$ cat config.mk
export PLATFORM = sky130hd
export DESIGN_NAME = xspi_req_arbiter_flat
export DESIGN_NICKNAME = d
export VERILOG_FILES = /design/src/rtl/xspi_req_arbiter_if.sv /design/src/rtl/xspi_req_arbiter.sv /design/src/flat_wrapper.sv
export SDC_FILE = /design/constraint.sdc
export NUM_CORES = 1
export LEC_CHECK = 0
export CELL_PAD_IN_SITES_DETAIL_PLACEMENT = 1
export CELL_PAD_IN_SITES_GLOBAL_PLACEMENT = 2
export CORE_AREA = 2 2 222 224
export DETAILED_ROUTE_END_ITERATION = 8
export DIE_AREA = 0 0 224 226
export PLACE_DENSITY_LB_ADDON = 0.12
export SLEW_MARGIN = 20
export SYNTH_ARGS = -nofsm -noshare
export SYNTH_HDL_FRONTEND = slang
export SYNTH_SLANG_ARGS = --single-unit
$ cat constraint.sdc
create_clock -name clk -period 3.04 [get_ports clk]
set_input_delay 0.912 -clock clk [delete_from_list [all_inputs] [get_ports clk]]
set_output_delay 0.912 -clock clk [all_outputs]
set_load 0.02 [all_outputs]
$ cat src/rtl/xspi_req_arbiter_if.sv
// Two-requester xSPI arbiter bus: request/response handshakes
// plus the single-transaction controller port.
interface xspi_req_arbiter_if;
  logic        req0_valid;
  logic        req0_ready;
  logic [7:0]  req0_command;
  logic [47:0] req0_address;
  logic [63:0] req0_wr_data;

  logic        req1_valid;
  logic        req1_ready;
  logic [7:0]  req1_command;
  logic [47:0] req1_address;
  logic [63:0] req1_wr_data;

  logic        rsp0_valid;
  logic        rsp0_ready;
  logic [63:0] rsp0_rd_data;
  logic        rsp0_err;

  logic        rsp1_valid;
  logic        rsp1_ready;
  logic [63:0] rsp1_rd_data;
  logic        rsp1_err;

  logic        xspi_start;
  logic [7:0]  xspi_command;
  logic [47:0] xspi_address;
  logic [63:0] xspi_wr_data;
  logic [63:0] xspi_rd_data;
  logic        xspi_done;

  // arbiter side
  modport slave (
    input  req0_valid, req0_command,
    input  req0_address, req0_wr_data,
    output req0_ready,
    input  req1_valid, req1_command,
    input  req1_address, req1_wr_data,
    output req1_ready,
    output rsp0_valid, rsp0_rd_data, rsp0_err,
    input  rsp0_ready,
    output rsp1_valid, rsp1_rd_data, rsp1_err,
    input  rsp1_ready,
    output xspi_start, xspi_command,
    output xspi_address, xspi_wr_data,
    input  xspi_rd_data, xspi_done
  );

  // requesters and controller side
  modport master (
    output req0_valid, req0_command,
    output req0_address, req0_wr_data,
    input  req0_ready,
    output req1_valid, req1_command,
    output req1_address, req1_wr_data,
    input  req1_ready,
    input  rsp0_valid, rsp0_rd_data, rsp0_err,
    output rsp0_ready,
    input  rsp1_valid, rsp1_rd_data, rsp1_err,
    output rsp1_ready,
    input  xspi_start, xspi_command,
    input  xspi_address, xspi_wr_data,
    output xspi_rd_data, xspi_done
  );
endinterface

$ cat src/rtl/xspi_req_arbiter.sv
// Round-robin arbiter feeding one xSPI controller from two requesters.
// Optional WAIT timeout enabled by defining XSPI_ARB_TIMEOUT_EN.
module xspi_req_arbiter #(
  parameter int TIMEOUT_CYCLES = 1024
) (
  input  logic                 clk,
  input  logic                 rst_n,
  xspi_req_arbiter_if.slave    bus,
  output logic                 busy,
  output logic                 owner
);

  typedef enum logic [1:0] {
    IDLE,
    ISSUE,
    WAIT,
    RESP
  } state_t;

  state_t            state;
  logic              last_grant;
  logic              grant;
  logic              accept;
  logic              rsp_ready_g;

  logic [7:0]        cmd_q;
  logic [47:0]       addr_q;
  logic [63:0]       wdata_q;
  logic              start_q;

  logic [1:0]        rsp_valid;
  logic [1:0][63:0]  rsp_data;

`ifdef XSPI_ARB_TIMEOUT_EN
  logic [1:0]        rsp_err;
  logic [15:0]       wait_cnt;
  logic              to_hit;
`endif

  // winner selection: lone requester wins, ties alternate
  always_comb begin
    grant  = bus.req1_valid;
    if (bus.req0_valid & bus.req1_valid)
      grant = ~last_grant;
    accept = (state == IDLE) &
             (bus.req0_valid | bus.req1_valid);
    rsp_ready_g = owner ? bus.rsp1_ready
                        : bus.rsp0_ready;
  end

  assign bus.req0_ready = accept & ~grant;
  assign bus.req1_ready = accept & grant;

  assign busy = (state != IDLE);

  assign bus.xspi_start   = start_q;
  assign bus.xspi_command = cmd_q;
  assign bus.xspi_address = addr_q;
  assign bus.xspi_wr_data = wdata_q;

  assign bus.rsp0_valid   = rsp_valid[0];
  assign bus.rsp1_valid   = rsp_valid[1];
  assign bus.rsp0_rd_data = rsp_data[0];
  assign bus.rsp1_rd_data = rsp_data[1];

`ifdef XSPI_ARB_TIMEOUT_EN
  assign bus.rsp0_err = rsp_err[0];
  assign bus.rsp1_err = rsp_err[1];
  assign to_hit = (wait_cnt == 16'(TIMEOUT_CYCLES - 1));

  // WAIT-cycle counter, cleared while issuing
  always_ff @(posedge clk or negedge rst_n) begin
    if (!rst_n)
      wait_cnt <= '0;
    else if (state == ISSUE)
      wait_cnt <= '0;
    else if (state == WAIT)
      wait_cnt <= wait_cnt + 16'd1;
  end
`else
  assign bus.rsp0_err = 1'b0;
  assign bus.rsp1_err = 1'b0;
`endif

  // transaction FSM with registered controller/response outputs
  always_ff @(posedge clk or negedge rst_n) begin
    if (!rst_n) begin
      state      <= IDLE;
      start_q    <= 1'b0;
      cmd_q      <= '0;
      addr_q     <= '0;
      wdata_q    <= '0;
      rsp_valid  <= '0;
      rsp_data   <= '0;
      owner      <= 1'b0;
      last_grant <= 1'b1;
`ifdef XSPI_ARB_TIMEOUT_EN
      rsp_err    <= '0;
`endif
    end else begin
      start_q <= 1'b0;
      unique case (state)
        IDLE: begin
          if (accept) begin
            if (grant) begin
              cmd_q   <= bus.req1_command;
              addr_q  <= bus.req1_address;
              wdata_q <= bus.req1_wr_data;
            end else begin
              cmd_q   <= bus.req0_command;
              addr_q  <= bus.req0_address;
              wdata_q <= bus.req0_wr_data;
            end
            owner      <= grant;
            last_grant <= grant;
            start_q    <= 1'b1;
            state      <= ISSUE;
          end
        end
        ISSUE: begin
          state <= WAIT;
        end
        WAIT: begin
          if (bus.xspi_done) begin
            rsp_valid[owner] <= 1'b1;
            rsp_data[owner]  <= bus.xspi_rd_data;
`ifdef XSPI_ARB_TIMEOUT_EN
            rsp_err[owner]   <= 1'b0;
`endif
            state <= RESP;
          end
`ifdef XSPI_ARB_TIMEOUT_EN
          else if (to_hit) begin
            rsp_valid[owner] <= 1'b1;
            rsp_data[owner]  <= '0;
            rsp_err[owner]   <= 1'b1;
            state <= RESP;
          end
`endif
        end
        RESP: begin
          if (rsp_ready_g) begin
            rsp_valid[owner] <= 1'b0;
            state <= IDLE;
          end
        end
        default: state <= IDLE;
      endcase
    end
  end

endmodule

$ cat src/flat_wrapper.sv
// flat-port wrapper written by rule: the top's interface ports become plain ports
module xspi_req_arbiter_flat 
#(
  parameter int TIMEOUT_CYCLES = 1024
)
  (clk, rst_n, busy, owner, bus_req0_valid, bus_req0_command, bus_req0_address, bus_req0_wr_data, bus_req0_ready, bus_req1_valid, bus_req1_command, bus_req1_address, bus_req1_wr_data, bus_req1_ready, bus_rsp0_valid, bus_rsp0_rd_data, bus_rsp0_err, bus_rsp0_ready, bus_rsp1_valid, bus_rsp1_rd_data, bus_rsp1_err, bus_rsp1_ready, bus_xspi_start, bus_xspi_command, bus_xspi_address, bus_xspi_wr_data, bus_xspi_rd_data, bus_xspi_done);
  xspi_req_arbiter_if bus_i ();
  input  logic clk;
  input  logic rst_n;
  output logic busy;
  output logic owner;
  input wire logic [$bits(bus_i.req0_valid)-1:0] bus_req0_valid;
  input wire logic [$bits(bus_i.req0_command)-1:0] bus_req0_command;
  input wire logic [$bits(bus_i.req0_address)-1:0] bus_req0_address;
  input wire logic [$bits(bus_i.req0_wr_data)-1:0] bus_req0_wr_data;
  output wire logic [$bits(bus_i.req0_ready)-1:0] bus_req0_ready;
  input wire logic [$bits(bus_i.req1_valid)-1:0] bus_req1_valid;
  input wire logic [$bits(bus_i.req1_command)-1:0] bus_req1_command;
  input wire logic [$bits(bus_i.req1_address)-1:0] bus_req1_address;
  input wire logic [$bits(bus_i.req1_wr_data)-1:0] bus_req1_wr_data;
  output wire logic [$bits(bus_i.req1_ready)-1:0] bus_req1_ready;
  output wire logic [$bits(bus_i.rsp0_valid)-1:0] bus_rsp0_valid;
  output wire logic [$bits(bus_i.rsp0_rd_data)-1:0] bus_rsp0_rd_data;
  output wire logic [$bits(bus_i.rsp0_err)-1:0] bus_rsp0_err;
  input wire logic [$bits(bus_i.rsp0_ready)-1:0] bus_rsp0_ready;
  output wire logic [$bits(bus_i.rsp1_valid)-1:0] bus_rsp1_valid;
  output wire logic [$bits(bus_i.rsp1_rd_data)-1:0] bus_rsp1_rd_data;
  output wire logic [$bits(bus_i.rsp1_err)-1:0] bus_rsp1_err;
  input wire logic [$bits(bus_i.rsp1_ready)-1:0] bus_rsp1_ready;
  output wire logic [$bits(bus_i.xspi_start)-1:0] bus_xspi_start;
  output wire logic [$bits(bus_i.xspi_command)-1:0] bus_xspi_command;
  output wire logic [$bits(bus_i.xspi_address)-1:0] bus_xspi_address;
  output wire logic [$bits(bus_i.xspi_wr_data)-1:0] bus_xspi_wr_data;
  input wire logic [$bits(bus_i.xspi_rd_data)-1:0] bus_xspi_rd_data;
  input wire logic [$bits(bus_i.xspi_done)-1:0] bus_xspi_done;
  assign bus_i.req0_valid = bus_req0_valid;
  assign bus_i.req0_command = bus_req0_command;
  assign bus_i.req0_address = bus_req0_address;
  assign bus_i.req0_wr_data = bus_req0_wr_data;
  assign bus_req0_ready = bus_i.req0_ready;
  assign bus_i.req1_valid = bus_req1_valid;
  assign bus_i.req1_command = bus_req1_command;
  assign bus_i.req1_address = bus_req1_address;
  assign bus_i.req1_wr_data = bus_req1_wr_data;
  assign bus_req1_ready = bus_i.req1_ready;
  assign bus_rsp0_valid = bus_i.rsp0_valid;
  assign bus_rsp0_rd_data = bus_i.rsp0_rd_data;
  assign bus_rsp0_err = bus_i.rsp0_err;
  assign bus_i.rsp0_ready = bus_rsp0_ready;
  assign bus_rsp1_valid = bus_i.rsp1_valid;
  assign bus_rsp1_rd_data = bus_i.rsp1_rd_data;
  assign bus_rsp1_err = bus_i.rsp1_err;
  assign bus_i.rsp1_ready = bus_rsp1_ready;
  assign bus_xspi_start = bus_i.xspi_start;
  assign bus_xspi_command = bus_i.xspi_command;
  assign bus_xspi_address = bus_i.xspi_address;
  assign bus_xspi_wr_data = bus_i.xspi_wr_data;
  assign bus_i.xspi_rd_data = bus_xspi_rd_data;
  assign bus_i.xspi_done = bus_xspi_done;
  xspi_req_arbiter #(.TIMEOUT_CYCLES(TIMEOUT_CYCLES)) u_core (.clk(clk), .rst_n(rst_n), .bus(bus_i), .busy(busy), .owner(owner));
endmodule
==> results of run 1 <==
==> worst register-to-register path, stage by stage, from the launching register on <==
cell and delay (ps):
dfrtp_1 380, inv_1 150, ha_2 280, nand2_1 110
a21oi_4 190, buf_12 440, a221o_1 480
==> cell usage after synthesis (2+ instances only) <==
cell type / instances / area (um^2)
dfrtp_1: 254 / 6360
buf_6: 11 / 124
inv_1: 4 / 15.0
clkbuf_1: 19 / 71.3
and3_1: 120 / 751
mux2_2: 8 / 90.1
nand2b_1: 3 / 18.8
a21o_1: 2 / 15.0
buf_2: 33 / 165
nand2_1: 2 / 7.51
mux2_1: 121 / 1360
buf_4: 3 / 22.5
a221o_1: 120 / 1200
nand3_2: 2 / 20.0
o21ai_0: 4 / 20.0
ha_1: 5 / 62.6
a31oi_1: 2 / 12.5
==> state kept, by name, summed over array words and instances (netlist names), named ones only <==
| register | flops |
|---|---|
| u_core.bus.rsp0_rd_data | 64 |
| u_core.bus.rsp1_rd_data | 64 |
| u_core.bus.xspi_address | 48 |
| u_core.bus.xspi_command | 8 |
| u_core.bus.xspi_start | 1 |
| u_core.bus.xspi_wr_data | 64 |
| u_core.last_grant | 1 |
| u_core.owner | 1 |
| u_core.state | 2 |
==> area by class of cell <==
type	count	area [um^2]
Fill cell	5136	30400
Multi-Input combinational cell	400	3680
Clock inverter	2	35.0
Inverter	5	18.8
Tap cell	622	778
Timing Repair Buffer	587	5970
Clock buffer	54	1040
Sequential cell	255	6380
Antenna cell	5	12.5
==> cell families (layout without fill, tap and decap cells) <==
logic type / after synthesis / after routing / synth area share
other cells: 1 / 7 / 0.000360
buf+inv: 71 / 648 / 0.0385
fa+ha+maj: 5 / 5 / 0.00600
compound gates: 131 / 131 / 0.123
mux: 130 / 130 / 0.140
flops: 255 / 255 / 0.612
simple gates: 132 / 132 / 0.0796
==> per-stage QoR <==
step | cell area [um^2] | utilization | setup WS (ps) | instances
6_report | 17900 | 0.371 | 179 | 1930
5_1_grt | 17900 | 0.371 | 65.1 | 1929
4_1_cts | 17900 | 0.370 | 38.9 | 1925
3_5_place_dp | 16800 | 0.348 | 177 | 1869
3_3_place_gp | 16800 | 0.348 | 167 | 1869
2_1_floorplan | 10400 | - | 594 | 726
==> per-layer routing <==
metal | vias to the layer above | wire, um | GRT usage
met5 | - | 127 | 0
met4 | 22 | 991 | 0.0594
met3 | 66 | 4720 | 0.0801
met2 | 359 | 21800 | 0.286
met1 | 4363 | 17900 | 0.206
li1 | 3905 | - | -
==> report_power, final <==
part | internal, mW | switching (mW) | leakage, nW | total (mW)
combinational | 4.78 | 4.76 | 4.17 | 9.54
clock | 2.41 | 1.52 | 0.524 | 3.93
sequential | 5.09 | 0.931 | 3.11 | 6.02
total | 12.3 | 7.21 | 7.80 | 19.5
==> how the worst max path moves through the flow <==
stage                                startpoint             end  depth (start not counted)
global placement                 bus_req1_valid  bus_req1_ready                          4
detailed placement               bus_req1_valid  bus_req1_ready                          4
CTS                 u_core.state[1]$_DFFE_PN0P_            busy                          4
floorplan                        bus_req0_valid  bus_req0_ready                          4
finish                           bus_req1_valid  bus_req1_ready                          4
global route        u_core.state[0]$_DFFE_PN0P_            busy                          4
==> impl_metrics.py, run 1 <==
metrics = {
    "sta": {
        "rsz0062_at_grt": "no",
        "fin_crit_ps": 2860,
        "fin_setup_tns_ps": 0,
        "worst_clock_skew_ps": 6.97,
        "slew-limit-headroom": 0.495,
        "tightest_slew_ps": 758,
        "hold_viol": 0,
        "fmax_mhz": 349,
        "fin_crit_sh": 0.941,
        "worst_hold_slack_ps": 293,
        "setup-violations-final": 0,
        "maxSlewViolCount": 0,
    },
    "setup_path": {
        "worst_path_max_delay_cell": "clkdlybuf4s50_1",
        "cp.required_ps": 2130,
        "worst-r2r-setup-slack_ps": 940,
        "start_kind": "input pin",
        "path_max_fanout": 3,
        "path_class": "in2out",
        "crit_buf_inv": 2,
        "crit_chain": "clkdlybuf4s50_1, nand2_1, a21oi_4, buf_12",
        "cp_slowest_stage_delay_ps": 570,
        "crit_path_end_kind": "output port",
        "r2r_start": "u_core.state[0]$_DFFE_PN0P_",
        "reg2regPathDepth": 6,
        "crit_arrival_ps": 1950,
        "cp_top_family": "buffers and inverters",
        "rr_endpoint": "u_core.bus.xspi_wr_data[22]$_DFFE_PN0P_",
    },
    "drt": {
        "via_count": 8715,
        "drtPass1Iterations": 4,
        "via_per_inst": 4.52,
        "wire_per_inst_um": 23.6,
        "wl_um": 45600,
        "ant_nets": 0,
        "drc": 0,
        "drt-initial-drc-count": 340,
    },
    "clocking": {
        "clkTransAtPathRegs_ps": 60,
        "cts_sinks": 255,
        "clockBufferDepth": 3,
        "cts_tree": "built",
        "clock_latency_ps": 520,
        "post_cts_buffers": 0,
        "ctsHoldBuffers": 0,
        "cts_resized": 0,
        "root_buffer": "clkbuf_16",
        "h-tree-depth": 2,
        "cts_made_buffers": 34,
    },
    "die": {
        "start_util": 0.216,
        "coreArea_um2": 48300,
        "design.die.area_um2": 50600,
        "die_y_um": 226,
        "fp-row-count": 81,
        "die_w_um": 224,
        "num_io_pins": 568,
    },
    "synth": {
        "yosysWarnings": 0,
        "yosysSeqAreaShare": 0.612,
        "synth_edf_count": 0,
        "yosys.cell_types.count": 29,
        "ys.flop_type": "dfrtp_1",
        "syn_inst": 725,
        "async_reset_ff_frac": 1.00,
        "synth_seq_cells": 255,
        "syn_area_um2": 10400,
        "avgSynthCellArea_um2": 14.4,
    },
    "cells_and_area": {
        "layout_commonest_cell": "clkdlybuf4s50_1",
        "syn_to_final_growth_pct": 71.9,
        "layout_common_cells": "clkdlybuf4s50_1, dfrtp_1, mux2_1",
        "drive_gt1_frac": 0.0668,
        "nets": 1599,
    },
    "placed_design": {
        "portBuffers": 565,
        "hpwlAfterDp_um": 33200,
        "place_congestion": 0.750,
    },
    "pwr": {
        "p_leak_nw": 7.80,
        "ir_worst_vdd_mv": 0.397,
        "power_density_nw_per_um2": 1090,
        "finalPower_mw": 19.5,
    },
    "job": {
        "drv_cap": 0,
    },
    "grt": {
        "grt_pass1_vias": 9393,
        "antenna_found_initial": 15,
        "grt_usage": 0.176,
        "grt_pass1_wl_um": 65800,
        "grt_start_max_net_pins": 123,
        "grt-ovfl-total": 0,
    },
    "outcome": {
        "status": "completed",
    },
    "min_path": {
        "min_path_type": "in2async",
    },
}
No activity file was read; power rests on OpenSTA's default activity.
==> run 2, diff against run 1 <==
--- a/config.mk
+++ b/config.mk
@@ -15,3 +15,4 @@
 export SYNTH_ARGS = -nofsm -noshare
 export SYNTH_HDL_FRONTEND = slang
 export SYNTH_SLANG_ARGS = --single-unit
+export TNS_END_PERCENT = 10
==> constraint.sdc (replaced) <==
create_clock -name clk -period 3.6 [get_ports clk]
set_input_delay 1.08 -clock clk [delete_from_list [all_inputs] [get_ports clk]]
set_output_delay 1.08 -clock clk [all_outputs]
set_load 0.02 [all_outputs]
==> impl_metrics.py, run 2 (synthesized netlist as in run 1, its figures left out) <==
metrics = {
    "setup_path": {
        "path_class": "in2out",
        "crit_chain": "clkdlybuf4s50_1, nand2_1, a21oi_4, buf_12",
        "cp.required_ps": 2520,
        "crit_arrival_ps": 2220,
        "cp_slowest_stage_delay_ps": 630,
        "cp_top_family": "buffers and inverters",
        "cp_num_cells": 4,
        "start_kind": "input pin",
        "worst_path_max_delay_cell": "clkdlybuf4s50_1",
        "path_max_fanout": 4,
        "reg2regPathDepth": 7,
        "crit_buf_inv": 2,
        "crit_path_end_kind": "output port",
    },
    "clocking": {
        "h-tree-depth": 2,
        "clockBufferDepth": 3,
        "cts_tree": "built",
        "root_buffer": "clkbuf_16",
        "cts_sinks": 255,
        "post_cts_buffers": 0,
        "clkTransAtPathRegs_ps": 50,
        "clock_latency_ps": 520,
        "cts_resized": 0,
        "cts_made_buffers": 34,
        "ctsHoldBuffers": 0,
    },
    "sta": {
        "tightest_slew_ps": 748,
        "fin_crit_sh": 0.916,
        "fin_setup_tns_ps": 0,
        "slew-limit-headroom": 0.501,
        "rsz0062_at_grt": "no",
        "worst_hold_slack_ps": 485,
        "maxSlewViolCount": 0,
        "hold_viol": 0,
        "setup-violations-final": 0,
        "fmax_mhz": 303,
        "fin_crit_ps": 3300,
        "worst_clock_skew_ps": 13.3,
    },
    "pwr": {
        "power_density_nw_per_um2": 918,
        "p_leak_nw": 7.78,
        "finalPower_mw": 16.4,
        "ir_worst_vdd_mv": 0.267,
    },
    "grt": {
        "grt-ovfl-total": 0,
        "antenna_found_initial": 12,
        "grt_pass1_wl_um": 65700,
        "grt_pass1_vias": 9588,
        "grt_usage": 0.175,
        "grt_start_max_net_pins": 123,
    },
    "die": {
        "fp-row-count": 81,
        "die_y_um": 226,
        "start_util": 0.216,
        "design.die.area_um2": 50600,
        "num_io_pins": 568,
        "die_w_um": 224,
        "coreArea_um2": 48300,
    },
    "outcome": {
        "status": "completed",
    },
    "cells_and_area": {
        "layout_common_cells": "clkdlybuf4s50_1, dfrtp_1, mux2_1",
        "fill_cells": 5186,
        "nets": 1594,
        "drive_gt1_frac": 0.0630,
        "syn_to_final_growth_pct": 71.4,
        "layout_commonest_cell": "clkdlybuf4s50_1",
    },
    "placed_design": {
        "portBuffers": 565,
        "hpwlAfterDp_um": 33100,
        "place_congestion": 0.745,
    },
    "drt": {
        "wire_per_inst_um": 23.6,
        "drc": 0,
        "ant_nets": 0,
        "drt-initial-drc-count": 259,
        "drtPass1Iterations": 4,
        "wl_um": 45500,
        "via_count": 8675,
        "via_per_inst": 4.50,
    },
    "job": {
        "drv_cap": 0,
    },
    "min_path": {
        "min_path_cells": 1,
        "min_path_type": "reg2reg",
    },
}
run 2: changes by cell type in the layout (fill, tap and decap cells not counted), sizes merged:
cell / delta
diode: +1
buf: -5
clkinv: +3
run 2: area by class of cell:
type                            count  area, um^2  share of cell area
Sequential cell                   255        6380               0.357
Antenna cell                        6        15.0            0.000840
Multi-Input combinational cell    400        3680               0.206
Timing Repair Buffer              582        5920               0.331
Inverter                            5        18.8             0.00105
Tap cell                          622         778              0.0436
Clock buffer                       54        1020              0.0571
Clock inverter                      5        50.0             0.00280
run 2: report_power, final:
part	switching [mW]	internal (mW)	total (mW)
combinational	4.02	4.01	8.03
clock	1.29	2.01	3.30
sequential	0.782	4.30	5.08
total	6.09	10.3	16.4
run 2: routing by layer:
metal  global-route usage  wire length (um)  up-vias
met2                0.292             21900      353
met3               0.0874              4950       74
met5                    0               100        -
met1                0.196             17400     4330
met4               0.0551              1190       16
li1                     -                 -     3902
run 2: metrics by stage:
| stage | utilization | setup slack, ps | area, um^2 | std cells |
|---|---|---|---|---|
| 2_1_floorplan | - | 818 | 10400 | 726 |
| 3_3_place_gp | 0.347 | 255 | 16800 | 1864 |
| 3_5_place_dp | 0.347 | 256 | 16800 | 1864 |
| 4_1_cts | 0.369 | 295 | 17900 | 1923 |
| 5_1_grt | 0.369 | 255 | 17900 | 1926 |
| 6_report | 0.370 | 302 | 17900 | 1929 |
run 2: worst register-to-register path, cell delays in order, from the launching register on:
cell and delay [ps]:
dfrtp_1 380, inv_1 140, ha_1 320, and2_4 200, buf_4 420, buf_4 670, and3_1 340, a221o_1 110
run 2: worst paths after layout:
path	from	end	slack, ps
worst max register to register	u_core.state[0]$_DFFE_PN0P_	u_core.bus.xspi_wr_data[10]$_DFFE_PN0P_	960
max in group asynchronous	rst_n	u_core.last_grant$_DFFE_PN1P_	2290
min in group asynchronous	rst_n	u_core.bus.rsp1_rd_data[41]$_DFFE_PN0P_	520
worst max-delay path	bus_req1_valid	bus_req1_ready	300
worst min register to register	u_core.bus.rsp1_rd_data[30]$_DFFE_PN0P_	u_core.bus.rsp1_rd_data[30]$_DFFE_PN0P_	480
worst min-delay path	u_core.bus.rsp1_rd_data[30]$_DFFE_PN0P_	u_core.bus.rsp1_rd_data[30]$_DFFE_PN0P_	480
